### src/rtl/bp_common_pkg.sv
// Shared types for the BlackParrot LCE request arbiter.
// Holds default widths, the FIFO entry layout and the round-robin step helper.
package bp_common_pkg;

    localparam int lce_req_msg_width_lp    = 16;
    localparam int lce_req_arb_num_src_lp  = 2;
    localparam int lce_req_arb_tag_width_lp = $clog2(lce_req_arb_num_src_lp);

    typedef struct packed {
        logic [lce_req_arb_tag_width_lp-1:0] src;
        logic [lce_req_msg_width_lp-1:0]     msg;
    } bp_lce_req_arb_entry_s;

    function automatic int rr_next(input int k, input int n);
        return (k + 1) % n;
    endfunction

endpackage

### src/rtl/bp_lce_req_rr_arb.sv
// Round-robin grant generator with a registered priority pointer.
// Grants nothing while en_i is low; the pointer only moves on a grant.
module bp_lce_req_rr_arb
    import bp_common_pkg::*;
#(
    parameter int num_src_p = 2
) (
    input  logic                 clk_i,
    input  logic                 reset_i,
    input  logic                 en_i,
    input  logic [num_src_p-1:0] v_i,
    output logic [num_src_p-1:0] grant_o
);

    localparam int ptr_w = $clog2(num_src_p);

    logic [ptr_w-1:0] ptr_r;
    logic [ptr_w-1:0] ptr_n;
    logic [ptr_w-1:0] idx;
    logic             found;

    always_comb begin
        grant_o = '0;
        ptr_n   = ptr_r;
        found   = 1'b0;
        idx     = '0;
        for (int i = 0; i < num_src_p; i++) begin
            idx = ptr_w'((int'(ptr_r) + i) % num_src_p);
            if (en_i && !found && v_i[idx]) begin
                grant_o[idx] = 1'b1;
                ptr_n        = ptr_w'(rr_next(int'(idx), num_src_p));
                found        = 1'b1;
            end
        end
    end

    always_ff @(posedge clk_i) begin
        if (reset_i) begin
            ptr_r <= '0;
        end else begin
            ptr_r <= ptr_n;
        end
    end

endmodule

### src/rtl/bp_lce_req_arbiter.sv
// Merges per-core LCE request channels onto one NoC request port through
// a small tagged FIFO, with saturating per-source grant counters.
module bp_lce_req_arbiter
    import bp_common_pkg::*;
#(
    parameter int num_src_p   = 2,
    parameter int msg_width_p = lce_req_msg_width_lp,
    parameter int fifo_els_p  = 2,
    parameter int cnt_width_p = 16
) (
    input  logic                                  clk_i,
    input  logic                                  reset_i,
    input  logic [num_src_p-1:0][msg_width_p-1:0] req_i,
    input  logic [num_src_p-1:0]                  req_v_i,
    output logic [num_src_p-1:0]                  req_yumi_o,
    output logic [msg_width_p-1:0]                req_o,
    output logic [$clog2(num_src_p)-1:0]          req_src_o,
    output logic                                  req_v_o,
    input  logic                                  req_ready_i,
    output logic [num_src_p-1:0][cnt_width_p-1:0] grant_cnt_o
);

    localparam int tag_w = $clog2(num_src_p);
    localparam int ptr_w = $clog2(fifo_els_p);
    localparam int occ_w = $clog2(fifo_els_p + 1);

    typedef struct packed {
        logic [tag_w-1:0]       src;
        logic [msg_width_p-1:0] msg;
    } entry_s;

    entry_s               mem_r [fifo_els_p];
    entry_s               wr_entry;
    logic [ptr_w-1:0]     wptr_r;
    logic [ptr_w-1:0]     rptr_r;
    logic [occ_w-1:0]     occ_r;
    logic [num_src_p-1:0] grant;
    logic                 full;
    logic                 empty;
    logic                 enq;
    logic                 deq;

    // Full comes from registered occupancy, so ready never reaches yumi.
    assign full  = (occ_r == occ_w'(fifo_els_p));
    assign empty = (occ_r == '0);

    bp_lce_req_rr_arb #(
        .num_src_p(num_src_p)
    ) u_arb (
        .clk_i  (clk_i),
        .reset_i(reset_i),
        .en_i   (~full & ~reset_i),
        .v_i    (req_v_i),
        .grant_o(grant)
    );

    assign req_yumi_o = grant;
    assign enq        = |grant;
    assign req_v_o    = ~empty & ~reset_i;
    assign deq        = req_v_o & req_ready_i;
    assign req_o      = mem_r[rptr_r].msg;
    assign req_src_o  = mem_r[rptr_r].src;

    always_comb begin
        wr_entry = '0;
        for (int i = 0; i < num_src_p; i++) begin
            if (grant[i]) begin
                wr_entry.src = tag_w'(i);
                wr_entry.msg = req_i[i];
            end
        end
    end

    always_ff @(posedge clk_i) begin
        if (enq) begin
            mem_r[wptr_r] <= wr_entry;
        end
    end

    always_ff @(posedge clk_i) begin
        if (reset_i) begin
            wptr_r <= '0;
            rptr_r <= '0;
            occ_r  <= '0;
        end else begin
            if (enq) begin
                wptr_r <= (wptr_r == ptr_w'(fifo_els_p - 1))
                        ? '0 : wptr_r + ptr_w'(1);
            end
            if (deq) begin
                rptr_r <= (rptr_r == ptr_w'(fifo_els_p - 1))
                        ? '0 : rptr_r + ptr_w'(1);
            end
            unique case ({enq, deq})
                2'b10:   occ_r <= occ_r + occ_w'(1);
                2'b01:   occ_r <= occ_r - occ_w'(1);
                default: occ_r <= occ_r;
            endcase
        end
    end

    always_ff @(posedge clk_i) begin
        if (reset_i) begin
            grant_cnt_o <= '0;
        end else begin
            for (int k = 0; k < num_src_p; k++) begin
                if (grant[k] && (grant_cnt_o[k] != '1)) begin
                    grant_cnt_o[k] <= grant_cnt_o[k] + cnt_width_p'(1);
                end
            end
        end
    end

endmodule

### config.mk
export PLATFORM = sky130hd
export DESIGN_NAME = bp_lce_req_arbiter
export DESIGN_NICKNAME = d
export VERILOG_FILES = /design/src/rtl/bp_common_pkg.sv /design/src/rtl/bp_lce_req_rr_arb.sv /design/src/rtl/bp_lce_req_arbiter.sv
export SDC_FILE = /design/constraint.sdc
export NUM_CORES = 1
export LEC_CHECK = 0
export ABC_AREA = 1
export CAP_MARGIN = 5
export CORE_UTILIZATION = 50
export CTS_CLUSTER_SIZE = 25
export DETAILED_ROUTE_END_ITERATION = 6
export DONT_BUFFER_PORTS = 1
export GPL_TIMING_DRIVEN = 0
export MAX_ROUTING_LAYER = met4
export RECOVER_POWER = 50
export SETUP_SLACK_MARGIN = 0.2
export SLEW_MARGIN = 10
export SYNTH_ARGS = -nofsm -noshare
export SYNTH_HDL_FRONTEND = slang
export SYNTH_SLANG_ARGS = --single-unit
### constraint.sdc
create_clock -name clk_i -period 2.7 [get_ports clk_i]
set_input_delay 0.54 -clock clk_i [delete_from_list [all_inputs] [get_ports clk_i]]
set_output_delay 0.54 -clock clk_i [all_outputs]
set_load 0.02 [all_outputs]
Yosys cells after proc, flatten, opt, wreduce, memory -nomap -nowiden
Memories as Yosys holds them, arrays and structs flattened. A register that Yosys moved wholly into a read port is not among the register bits.
Cells that the tools add are included.
Cells by class
  add/sub/neg operators: 8
  reductions and logical operators: 12
  equal/unequal tests: 5
  magnitude comparators: 4
  bitwise gates (word level): 7
  mux-type cells: 22
Operators with widths (count)
  $add 16x1->16 const B: 2
  $ne 16x16->1 const B: 2
  $mux 17: 1
  $mux 16: 1
  $mux 1: 15
  $logic_and 1x1->1: 7
  $add 1x1->1 const B: 4
  $eq 2x2->1 const B: 2
  $lt 1x2->1 const B: 2
  $mux 2: 2
  $pmux 2 s2: 1
  $reduce_bool 2->1: 2
  $and 1x1->1: 3
  $not 1->1: 3
  $add 2x1->2 const B: 1
  $demux 1 s1: 2
  $eq 2x1->1 const B: 1
  $ge 1x1->1 const B: 2
  $logic_not 2->1: 1
  $or 2x2->2: 1
  $reduce_or 2->1: 1
  $sub 2x1->2 const B: 1
  $logic_not 1->1: 1
Word-level totals
  bits in registers: 37
  bits of input ports: 37
  logic and storage cells: 65
  memory bits (writable): 34
  memories kept: 1
  output and inout port bits: 52
Memories
  mem_r: depth 2, bits a word 17, rd ports 1, clocked after memory_dff 1, write ports 1, RTL line bp_lce_req_arbiter.sv:32  | entry_s mem_r [fifo_els_p];

Longest topological paths before layout
Gate-level depths: netlist (run 1).
  depth in word-level cells: 12
  mapped depth: 10
  gate-level depth less buffers: 10

Hierarchy
From an unflattened synthesis (run 1), not the netlist that was laid out.
Unflattened totals
  cells, all modules: 447
  area total of the unflattened synthesis: 3559.7 um^2
Modules (own cells, without submodules)
  bp_lce_req_arbiter: times used 1, cells each 438, seq. area each 1761.7 um^2, area an instance 3498.4 um^2
  bp_lce_req_rr_arb: times used 1, cells each 9, seq. area each 20.0 um^2, area an instance 61.3 um^2

Worst setup path before layout (run 1)
Ideal clock, no wire load.
  path type: input -> register
  from: input reset_i
  to: memory mem_r[1][0] (netlist bit), enable pin
  required time: 2.308 ns
  setup time: 0.392 ns
  stages: 6
  path buffers: 1
  arrival time: 1.859 ns
  slack: 0.449 ns
  cell sequence: buf_2 > inv_4 > nand3_1 > nor2_2 > nor2_1 > nor2_1
Between the ends
  longest elaborated chain between the ends: 11
  elaborated cells on any way between the ends: 13
  classes of those cells: 5 x mux; 3 x bitwise; 5 x reduce/logical
Ends and longest elaborated chain
  from (decl): RTL line bp_lce_req_arbiter.sv:12  | input logic reset_i,
  $not 1->1 (*): RTL line bp_lce_req_arbiter.sv:52  | .en_i (~full & ~reset_i),
  $and 1x1->1 (*): RTL line bp_lce_req_arbiter.sv:52
  $logic_and 1x1->1: RTL line bp_lce_req_rr_arb.sv:29  | if (en_i && !found && v_i[idx]) begin
  $mux 1: RTL line bp_lce_req_rr_arb.sv:29
  $logic_not 1->1: RTL line bp_lce_req_rr_arb.sv:29
  $logic_and 1x1->1 (2 in a row): RTL line bp_lce_req_rr_arb.sv:29
  $mux 2 (*): RTL line bp_lce_req_rr_arb.sv:29
  $reduce_or 2->1 (*): RTL line bp_lce_req_arbiter.sv:58  | assign enq = |grant;
  $mux 1 (*): RTL line bp_lce_req_arbiter.sv:75  | if (enq) begin
  $mux 1 (not written as such) (*): RTL line bp_lce_req_arbiter.sv:76  | mem_r[wptr_r] <= wr_entry;
  to (decl): RTL line bp_lce_req_arbiter.sv:32
Mark *: on every way between the ends. The rest lies on a longest branch, timed or not.

Worst setup path after layout (run 1)
  from: register occ_r[0]
  to: output req_yumi_o[1]
Between the ends
  longest elaborated chain between the ends: 9
  elaborated cells on any way between the ends: 11
  classes of those cells: 1 x eq/ne; 3 x mux; 3 x bitwise; 4 x reduce/logical
Ends and longest elaborated chain
  from (decl): RTL line bp_lce_req_arbiter.sv:36  | logic [occ_w-1:0] occ_r;
  from (signal assigned): RTL line bp_lce_req_arbiter.sv:95  | 2'b10: occ_r <= occ_r + occ_w'(1);
  from (signal assigned): RTL line bp_lce_req_arbiter.sv:96  | 2'b01: occ_r <= occ_r - occ_w'(1);
  from (signal assigned): RTL line bp_lce_req_arbiter.sv:97  | default: occ_r <= occ_r;
  $eq 2x2->1 (*): RTL line bp_lce_req_arbiter.sv:44  | assign full = (occ_r == occ_w'(fifo_els_p));
  $not 1->1 (*): RTL line bp_lce_req_arbiter.sv:52
  $and 1x1->1 (*): RTL line bp_lce_req_arbiter.sv:52
  $logic_and 1x1->1: RTL line bp_lce_req_rr_arb.sv:29
  $mux 1: RTL line bp_lce_req_rr_arb.sv:29
  $logic_not 1->1: RTL line bp_lce_req_rr_arb.sv:29
  $logic_and 1x1->1 (2 in a row): RTL line bp_lce_req_rr_arb.sv:29
  $mux 2 (*): RTL line bp_lce_req_rr_arb.sv:29
  to (decl): RTL line bp_lce_req_arbiter.sv:15  | output logic [num_src_p-1:0] req_yumi_o,
Marks and branches as above.

==> run_results.csv, run 1 <==
group,metric,value,unit
clocking,clk_path_buf_depth,2,
clocking,hold_buffers,0,
yosys,synth-seq-area-share,0.495,
routing,drt-vias-per-instance,5.13,
critical_path,required,2.16,ns
yosys,synth.distinct_cells,30,
place,placed_area,0.00375,mm2
worst_hold_path,hold_end,"mem_r[0][8]$_DFFE_PP_",
timing,fmax,429,MHz
final_layout,syn2layout_area_growth,9.36,%
clocking,cts-resized-gates,0,
global_routing,grt_max_degree,15,
power_and_ir_drop,p_leak,0.00149,uW
floorplan,core,0.00687,mm2
floorplan,dieArea,0.00754,mm2
critical_path,reg2reg_from,"grant_cnt_o[16]$_SDFFE_PP0P_",
clocking,path_clk_slew,0.08,ns
critical_path,reg2reg_slack,0.56,ns
floorplan,die_w,86.8,um
timing,tightest_slew,0.722,ns
global_routing,grt_pass1_vias,2512,
critical_path,crit_arrival,1.79,ns
run_status,status,"finished, final reports clean",
timing,clock_skew,0.0104,ns
global_routing,grt_pass1_wl,11500,um
yosys,avgSynthCellArea,8.12,um2
final_layout,layout-drive-gt1-share,0.115,
power_and_ir_drop,power,2360,uW
global_routing,antenna_found_initial,0,
timing,setup_viol_count_final,0,
floorplan,pin_count,89,
timing,rsz0062_at_grt,"no",
clocking,htreeDepth,3,
timing,hold_ws,0.402,ns
final_layout,final_common_cell,"nand2_1",
timing,finalCritPeriodShare,0.862,
yosys,ys_warn_count,0,
floorplan,rows,30,
routing,postRouteAntennaNets,0,
final_layout,diodes,0,
clocking,cts_tree,"yes",
global_routing,grt_overflow,0,
timing,finalMaxSlewViolations,0,
yosys,ys_seq_elements,72,
yosys,synth_area,0.00360,mm2
routing,drt_first_pass_iters,4,
final_layout,layout_common_cells,"153 x nand2_1, 60 x nor2_1, 38 x dfxtp_1, 34 x edfxtp_1, 31 x inv_1",
critical_path,end_kind,"output pin",
routing,wl_per_cell,13.1,um
critical_path,worstSetupPathType,"reg -> out",
timing,final.min_clock_period,2.33,ns
floorplan,fp.dieH,86.8,um
flow_run,cap_violations,0,
clocking,cts_root_buf,"clkbuf_8",
worst_hold_path,min_from,"req_i[8]",
clocking,post_cts_buffers,0,
place,dp_hpwl,5340,um
timing,maxSlewHeadroom,0.517,
clocking,cts_buffers,9,
worst_hold_path,hold_depth,2,
yosys,syn_nets,483,
critical_path,startpoint_type,"flip-flop",
place,place_congestion,0.853,
clocking,cts_sinks,72,
worst_hold_path,min_path_type,"in -> reg",
routing,finalWirelength,7320,um
clocking,worst_skew_pair.late_latency,0.34,ns
power_and_ir_drop,p_per_area,599,mW/mm2
final_layout,fin_nets,496,
final_layout,fin_area,0.00393,mm2
routing,vias,2855,
critical_path,r2r-end,"grant_cnt_o[18]$_SDFFE_PP0P_",
place,port_buffers,0,
critical_path,reg2reg_depth,9,
global_routing,grtUsageTotal,0.205,
routing,drcViolationCount,0,
critical_path,worst-path-max-fanout,12,
yosys,syn_inst,443,
power_and_ir_drop,irDropWorstVdd,0.000298,V
floorplan,start_util,0.523,
routing,drt_iter0_drc,112,
timing,hold_viol,0,
[synthesized netlist by cell type (all sizes together)]
cell type  count  area share
a21oi         29       0.042
nand3         20       0.031
nand4          9       0.016
nand2        154        0.16
a21boi         1      0.0021
edfxtp        34        0.28
nor3           4      0.0056
mux2          17       0.053
nand3b         4      0.0084
dfxtp         38        0.21
o21ai          9       0.013
ha             3       0.010
xnor2          3      0.0073
clkbuf         2      0.0021
buf           13       0.026
nor2          62       0.072
and3           1      0.0017
inv           33       0.035
xor2           7       0.017
[worst max-delay path: stages (launching register included)]
cell,delay (ns)
dfxtp_1,0.35
inv_1,0.09
nand2_1,0.11
nand3_1,0.09
nor2_1,0.21
buf_4,0.23
buf_4,0.21
buf_4,0.16
[final cells by class]
class | instances | area [um2]
plain buffers | 15 | 101
clock buffers | 10 | 128
clock inverters | 6 | 70.1
fillers | 687 | 2940
inverters | 33 | 126
multi-input cells | 323 | 1580
flip-flops and latches | 72 | 1780
well taps | 96 | 120
repair buffers | 2 | 30.0
[registers in the layout, indices dropped and copies added, names as in the netlist, named ones only]
| name | flops |
|---|---|
| grant_cnt_o | 32 |
| rptr_r | 1 |
| mem_r | 34 |
| wptr_r | 1 |
| occ_r | 2 |
| u_arb.ptr_r | 1 |
[through the flow]
stage               TNS (ns)  worst slack, ns  cells  utilization
detailed placement         0            0.414    541        0.546
floorplan                  0            0.449    443            -
finish                     0            0.371    557        0.572
global placement       -1.76          -0.0763    539        0.541
global route               0            0.153    557        0.572
CTS                        0            0.399    557        0.575
[per-layer routing]
| metal | GRT usage | wire (um) |
|---|---|---|
| met4 | 0.0864 | 119 |
| met2 | 0.305 | 3250 |
| met3 | 0.0486 | 438 |
| met1 | 0.268 | 3520 |
| met5 | - | 0 |
[logic make-up (layout without fill, tap and decap cells)]
kind of cell	after synthesis	count (layout)	synth area share
AO/OA/AOI/OAI	39	39	0.0571
adder cells (fa/ha/maj)	3	3	0.0104
buffers and inverters	48	66	0.0637
AND/OR/NAND/NOR	254	254	0.296
flip-flops	72	72	0.495
XOR/XNOR	10	10	0.0244
multiplexers	17	17	0.0532
[power breakdown]
part	internal, uW	switching, uW	leakage (uW)
combinational	90.5	188	0.000773
clock	432	413	0.0000891
sequential	1210	26.2	0.000631
total	1730	627	0.00149
[worst max path at each step]
stage | from | endpoint | depth (start not counted)
after floorplan | reset_i | mem_r[1][0]$_DFFE_PP_ | 6
after global placement | reset_i | mem_r[1][11]$_DFFE_PP_ | 6
after detailed placement | reset_i | occ_r[1]$_SDFFE_PP0P_ | 9
after CTS | occ_r[0]$_SDFFE_PP0P_ | req_yumi_o[1] | 7
after global routing | occ_r[0]$_SDFFE_PP0P_ | req_yumi_o[1] | 7
final | occ_r[0]$_SDFFE_PP0P_ | req_yumi_o[1] | 7
No activity file was read; power rests on OpenSTA's default activity.
==> run 2, diff against run 1 <==
CTS_CLUSTER_DIAMETER = 30   (was not set)
GPL_ROUTABILITY_DRIVEN = 0   (was not set)
==> results of run 2 <==
Final layout, timing and power as in run 1 (identical DEF).
==> run 3, diff against run 2 <==
SLEW_MARGIN = 20   (was 10)
==> results of run 3 <==
Final layout, timing and power as in run 1 (identical DEF).
